==> src/rtl/arb_pkg.sv <==
// Shared definitions for the round-robin grant controller: FSM state encoding
// and counter sizing helper.
package arb_pkg;

  localparam logic ST_IDLE  = 1'b0;
  localparam logic ST_GRANT = 1'b1;

  typedef enum logic {
    IDLE  = ST_IDLE,
    GRANT = ST_GRANT
  } state_t;

  // Bits needed to hold values 0 .. max_hold-1 (at least one bit).
  function automatic int hold_width(input int max_hold);
    if (max_hold > 2) begin
      return $clog2(max_hold);
    end else begin
      return 1;
    end
  endfunction

endpackage

==> src/rtl/rr_grant_ctrl_if.sv <==
// Request/grant bundle between 2**n requesters and the round-robin arbiter.
interface rr_grant_ctrl_if #(
  parameter int n = 3
);
  logic [(2**n)-1:0] req;
  logic              done;
  logic [(2**n)-1:0] gnt;
  logic [n-1:0]      gnt_idx;
  logic              gnt_valid;
  logic              timeout;

  modport master (
    output req,
    output done,
    input  gnt,
    input  gnt_idx,
    input  gnt_valid,
    input  timeout
  );

  modport slave (
    input  req,
    input  done,
    output gnt,
    output gnt_idx,
    output gnt_valid,
    output timeout
  );
endinterface

==> src/rtl/rr_grant_ctrl_enkoder.sv <==
// One-hot to binary encoder; an all-zero input yields index 0.
module enkoder #(
  parameter int n = 3
) (
  input  logic [(2**n)-1:0] onehot,
  output logic [n-1:0]      idx
);

  localparam int N = 2**n;

  // OR together the indices of all set bits; exact for one-hot input.
  always_comb begin
    idx = '0;
    for (int i = 0; i < N; i++) begin
      if (onehot[i]) begin
        idx = idx | n'(i);
      end else begin
        idx = idx;
      end
    end
  end

endmodule

==> src/rtl/rr_grant_ctrl.sv <==
// Round-robin arbiter holding a registered one-hot grant until release,
// owner request drop, or hold-limit timeout.
module rr_grant_ctrl
  import arb_pkg::*;
#(
  parameter int n        = 3,
  parameter int MAX_HOLD = 16
) (
  input  logic          clk,
  input  logic          rst_n,
  rr_grant_ctrl_if.slave bus
);

  localparam int N  = 2**n;
  localparam int HW = hold_width(MAX_HOLD);

  state_t          state_r, state_n;
  logic [N-1:0]    gnt_r, gnt_n;
  logic            gnt_valid_r;
  logic            timeout_r, timeout_n;
  logic [n-1:0]    ptr_r, ptr_n;
  logic [n-1:0]    owner_r, owner_n;
  logic [HW-1:0]   hold_cnt_r, hold_n;

  logic [2*N-1:0]  dbl_s;
  logic [N-1:0]    rot_s;
  logic [n-1:0]    first_s;
  logic [n-1:0]    pick_s;
  logic            rel_done_s, rel_req_s, rel_lim_s, release_s;
  logic [n-1:0]    gnt_idx_s;

  // Rotating-priority pick: bit 0 of rot_s corresponds to requester ptr_r.
  always_comb begin
    dbl_s   = {bus.req, bus.req} >> ptr_r;
    rot_s   = dbl_s[N-1:0];
    first_s = '0;
    for (int i = N-1; i >= 0; i--) begin
      if (rot_s[i]) begin
        first_s = n'(i);
      end else begin
        first_s = first_s;
      end
    end
    pick_s = first_s + ptr_r;
  end

  // Release conditions evaluated while a grant is held.
  always_comb begin
    rel_done_s = bus.done;
    rel_req_s  = ~bus.req[owner_r];
    rel_lim_s  = (MAX_HOLD != 0) && (hold_cnt_r == HW'(MAX_HOLD - 1));
    release_s  = rel_done_s | rel_req_s | rel_lim_s;
  end

  // Next-state and next-output logic.
  always_comb begin
    state_n   = state_r;
    gnt_n     = gnt_r;
    owner_n   = owner_r;
    ptr_n     = ptr_r;
    hold_n    = hold_cnt_r;
    timeout_n = 1'b0;
    case (state_r)
      IDLE: begin
        if (|bus.req) begin
          state_n = GRANT;
          gnt_n   = N'(1) << pick_s;
          owner_n = pick_s;
          hold_n  = '0;
        end else begin
          gnt_n   = '0;
        end
      end
      GRANT: begin
        if (release_s) begin
          state_n   = IDLE;
          gnt_n     = '0;
          ptr_n     = owner_r + n'(1);
          hold_n    = '0;
          // Only a pure hold-limit release is reported as a timeout.
          timeout_n = rel_lim_s & ~rel_done_s & ~rel_req_s;
        end else begin
          hold_n    = hold_cnt_r + HW'(1);
        end
      end
      default: begin
        state_n = IDLE;
        gnt_n   = '0;
        ptr_n   = '0;
        owner_n = '0;
        hold_n  = '0;
      end
    endcase
  end

  // State and output registers.
  always_ff @(posedge clk or negedge rst_n) begin
    if (!rst_n) begin
      state_r     <= IDLE;
      gnt_r       <= '0;
      gnt_valid_r <= 1'b0;
      timeout_r   <= 1'b0;
      ptr_r       <= '0;
      owner_r     <= '0;
      hold_cnt_r  <= '0;
    end else begin
      state_r     <= state_n;
      gnt_r       <= gnt_n;
      gnt_valid_r <= |gnt_n;
      timeout_r   <= timeout_n;
      ptr_r       <= ptr_n;
      owner_r     <= owner_n;
      hold_cnt_r  <= hold_n;
    end
  end

  enkoder #(.n(n)) u_enkoder (
    .onehot (gnt_r),
    .idx    (gnt_idx_s)
  );

  assign bus.gnt       = gnt_r;
  assign bus.gnt_idx   = gnt_idx_s;
  assign bus.gnt_valid = gnt_valid_r;
  assign bus.timeout   = timeout_r;

endmodule

==> src/flat_wrapper.sv <==
// flat-port wrapper written by rule: the top's interface ports become plain ports
module rr_grant_ctrl_flat import arb_pkg::*;
#(
  parameter int n        = 3,
  parameter int MAX_HOLD = 16
)
  (clk, rst_n, bus_req, bus_done, bus_gnt, bus_gnt_idx, bus_gnt_valid, bus_timeout);
  rr_grant_ctrl_if #(.n(n)) bus_i ();
  input  logic clk;
  input  logic rst_n;
  input wire logic [$bits(bus_i.req)-1:0] bus_req;
  input wire logic [$bits(bus_i.done)-1:0] bus_done;
  output wire logic [$bits(bus_i.gnt)-1:0] bus_gnt;
  output wire logic [$bits(bus_i.gnt_idx)-1:0] bus_gnt_idx;
  output wire logic [$bits(bus_i.gnt_valid)-1:0] bus_gnt_valid;
  output wire logic [$bits(bus_i.timeout)-1:0] bus_timeout;
  assign bus_i.req = bus_req;
  assign bus_i.done = bus_done;
  assign bus_gnt = bus_i.gnt;
  assign bus_gnt_idx = bus_i.gnt_idx;
  assign bus_gnt_valid = bus_i.gnt_valid;
  assign bus_timeout = bus_i.timeout;
  rr_grant_ctrl #(.n(n), .MAX_HOLD(MAX_HOLD)) u_core (.clk(clk), .rst_n(rst_n), .bus(bus_i));
endmodule
==> config.mk <==
export PLATFORM = sky130hd
export DESIGN_NAME = rr_grant_ctrl_flat
export DESIGN_NICKNAME = d
export VERILOG_FILES = /design/src/rtl/arb_pkg.sv /design/src/rtl/rr_grant_ctrl_if.sv /design/src/rtl/rr_grant_ctrl_enkoder.sv /design/src/rtl/rr_grant_ctrl.sv /design/src/flat_wrapper.sv
export SDC_FILE = /design/constraint.sdc
export NUM_CORES = 1
export LEC_CHECK = 0
export CORE_AREA = 2 2 64 66
export CTS_CLUSTER_SIZE = 14
export DETAILED_ROUTE_END_ITERATION = 7
export DIE_AREA = 0 0 66 68
export HOLD_SLACK_MARGIN = 0.05
export PLACE_DENSITY = 0.85
export SLEW_MARGIN = 20
export SYNTH_ARGS = -nofsm -noshare
export SYNTH_HDL_FRONTEND = slang
export SYNTH_SLANG_ARGS = --single-unit
export TNS_END_PERCENT = 5
==> constraint.sdc <==
create_clock -name clk -period 4.5 [get_ports clk]
set_input_delay 1.125 -clock clk [delete_from_list [all_inputs] [get_ports clk]]
set_output_delay 1.125 -clock clk [all_outputs]
set_load 0.02 [all_outputs]
==> results of run 1 <==
[report_power, final]
group	switching, mW	leakage, nW	internal, mW
clock	0.0609	0.0255	0.0617
combinational	0.715	0.642	0.572
sequential	0.0966	0.275	0.246
total	0.873	0.942	0.879
[critical path: cells and delay by family]
family	cells	cell delay (ps)
xor+xnor	1	160
simple gates	3	380
fa+ha+maj	2	600
buf+inv	3	690
mux	1	520
compound gates	4	740
[worst min path at each step]
stage	from	end	cells after the start
6_report	u_core.bus.gnt[0]	u_core.bus.gnt[0]	2
3_5_place_dp	u_core.bus.gnt[0]	u_core.bus.gnt[0]	2
2_1_floorplan	u_core.hold_cnt_r[2]	u_core.hold_cnt_r[2]	1
3_3_place_gp	u_core.hold_cnt_r[3]	u_core.hold_cnt_r[3]	2
4_1_cts	u_core.hold_cnt_r[2]	u_core.hold_cnt_r[2]	1
5_1_grt	u_core.hold_cnt_r[2]	u_core.hold_cnt_r[2]	1
[cells by family (layout without fill, tap and decap cells)]
| kind of cell | after synthesis | after routing | synth area share [%] |
|---|---|---|---|
| simple gates | 102 | 102 | 29.3 |
| xor+xnor | 3 | 3 | 1.30 |
| flops | 21 | 21 | 26.1 |
| mux | 16 | 16 | 12.8 |
| compound gates | 42 | 42 | 17.7 |
| fa+ha+maj | 4 | 4 | 2.85 |
| buf+inv | 25 | 49 | 9.93 |
[flip-flops by register name (all words and copies together), names as in the netlist]
signal and flops:
u_core.ptr_r 3, u_core.state_r 1, u_core.hold_cnt_r 4, u_core.bus.gnt_valid 1, u_core.bus.gnt 8, u_core.bus.timeout 1
u_core.owner_r 3
[metrics by stage]
stage	instance area [µm²]	cells	power (mW)	hold slack [ps]	util, %
after floorplan	2020	213	1.39	473	-
after global placement	2260	283	1.59	496	58.5
after detailed placement	2260	283	1.62	499	58.5
after CTS	2300	287	1.75	521	59.7
after global routing	2300	287	1.93	553	59.7
final	2300	287	1.75	520	59.7
[area by class of cell]
class | instances | area, µm² | area share [%]
Multi-Input combinational cell | 167 | 1290 | 56.1
Sequential cell | 21 | 526 | 22.8
Inverter | 5 | 18.8 | 0.815
Timing Repair Buffer | 40 | 358 | 15.5
Tap cell | 50 | 62.6 | 2.72
Clock inverter | 1 | 5.00 | 0.217
Clock buffer | 3 | 41.3 | 1.79
[cells in the final DEF (no fill, tap or decap), drive strengths merged, types with 2 or more instances in the layout]
master	Yosys	final
mux2	5	5
mux4	7	7
xnor2	2	2
o21bai	2	2
or4	8	8
nand2b	2	2
dfrtp	21	21
nor3b	9	9
nor2	4	4
mux2i	4	4
ha	3	3
a22o	2	2
inv	5	5
a211oi	2	2
clkbuf	8	3
and3	2	2
o211ai	9	9
a21oi	3	3
o2111ai	9	9
o21ba	2	2
clkdlybuf4s50	0	23
nor2b	2	2
nand2	34	34
o21ai	7	7
nor3	22	22
and4	4	4
buf	12	17
nor4	10	10
nand4	2	2
[layer usage]
| metal | GRT usage (%) | vias up | share of wire (%) |
|---|---|---|---|
| li1 | - | 873 | - |
| met1 | 28.3 | 850 | 43 |
| met2 | 39.1 | 68 | 51 |
| met3 | 3.95 | 3 | 6.2 |
| met4 | 3.06 | 0 | 0.23 |
| met5 | 0 | - | 0 |
==> reports/qor.txt, run 1 <==
Grt ovf - 0
Post-Place Worst Slack - 136 ps
Top cells by count, synth - nand2_1 (34), dfrtp_1 (21), nor3_1 (20), nor4_1 (10)
Core area - 3860 µm²
Worst slew margin - 37.7%
CTS resizes - 0
Prevailing post-synth register cell - dfrtp_1
FF+latch count, synth - 21
Crit path kind - input port to flop
Worst Path Required - 4640 ps
Fillers - 360
Peak supply drop - 0.000356 V
Die width - 66 µm
CP endpoint kind - flop
Final antenna-violating net count - 0
Most frequent cell after synthesis - nand2_1
TNS Setup - 0 ps
Area grow syn2layout - 14.1%
Final Cycle Share - 90.5%
CTS tree - done
Drt wl/cell - 15.5 µm
Die Area - 4490 µm²
Cells along the critical path - clkdlybuf4s50_1 -> mux4_1 -> nand2_1 -> nand2_1 -> a22o_1 -> a221oi_1 -> ha_1 -> inv_1 -> fa_1 -> xor2_1 -> buf_4 -> and4_2 -> o2111ai_1 -> o211ai_2
Seq/Total Area, Yosys - 26.1%
CP startpoint - bus_req[5]
CP arrival - 4210 ps
Max-cap violations - 0
Vias in the first global route - 1665
CTS Sinks - 21
# IOs - 24
Starting Density - 52.3%
Number of diodes - 0
Global-route wire length before repair - 7770 µm
Syn Nets - 228
Number of synthesized flops with an enable pin - 0
Setup ws final - 426 ps
Placer Congestion - 0.901
Most frequent CP cell - nand2_1
Hpwl dp - 3300 µm
Final WL - 4440 µm
Status - finished clean
Ys async rst share - 100%
R2R Setup Slk - 830 ps
Worst-case reg-to-reg path depth - 13
Critical-path maximum fanout - 8
Worst Skew - 5.70 ps
RSZ-0062 raised after global routing - no
Power Density - 761 nW/µm²
Pin count of the biggest net entering global routing - 30
Crit path to - u_core.bus.gnt[5]
CTS Hold Bufs - 0
TritonCTS buffer count - 3
Insertion delay to the later sink of the worst-skew pair - 260 ps
Hold Crit Class - flop to flop
Max Clock Freq - 0.245 GHz
Vias/cell - 6.25
Via count - 1794
Antenna violations before repair - 0
Fraction of layout cells with a size suffix above 1 - 22.4%
Syn Inst Count - 213
Post-CTS Setup Bufs - 0
Area share of the largest cell type after synthesis - 26.1%
Worst slew pin tran - 932 ps
Yosys Warn Count - 0
Worst path slowest cell - mux4_1
Final nets - 253
Slowest stage delay, CP - 520 ps
Leakage power total - 0.942 nW
Reg clk slew, reported paths - 80 ps
Clock buffer depth - 2
Slew Limit Fails - 0
Synth area leader - dfrtp_1
CP Launch Type - input port
Number of remaining DRC errors - 0
CTS root buffer - clkbuf_8
Crit Reg-Reg Startpoint - u_core.ptr_r[1]
Row count - 23
Initial drt markers - 68
Post-Syn Area - 2020 µm²
First-pass iteration count of the detailed router - 4
Overall routing resource usage - 21.8%
R2R Path End - u_core.bus.gnt[5]
Final Hold Vio Count - 0
Netlist cell types - 52
Htree depth - 1
Die height - 68 µm
Port-buffer cells - 23
Syn Area/Cell - 9.47 µm²
Top cells by area, synth - dfrtp_1 (26%), mux4_2 (6.7%), nand2_1 (6.3%), o211ai_2 (5.6%), nor3_1 (5.0%)
Final setup viols - 0
Period minus WS final - 4070 ps
Note: power is estimated with default switching activity, not from simulation.
==> inputs of run 2 (changes only) <==
--- a/config.mk
+++ b/config.mk
@@ -5,6 +5,7 @@
 export SDC_FILE = /design/constraint.sdc
 export NUM_CORES = 1
 export LEC_CHECK = 0
+export CAP_MARGIN = 20
 export CORE_AREA = 2 2 64 66
 export CTS_CLUSTER_SIZE = 14
 export DETAILED_ROUTE_END_ITERATION = 7
==> results of run 2 <==
No change in the layout: final DEF, timing and power equal those of run 1.
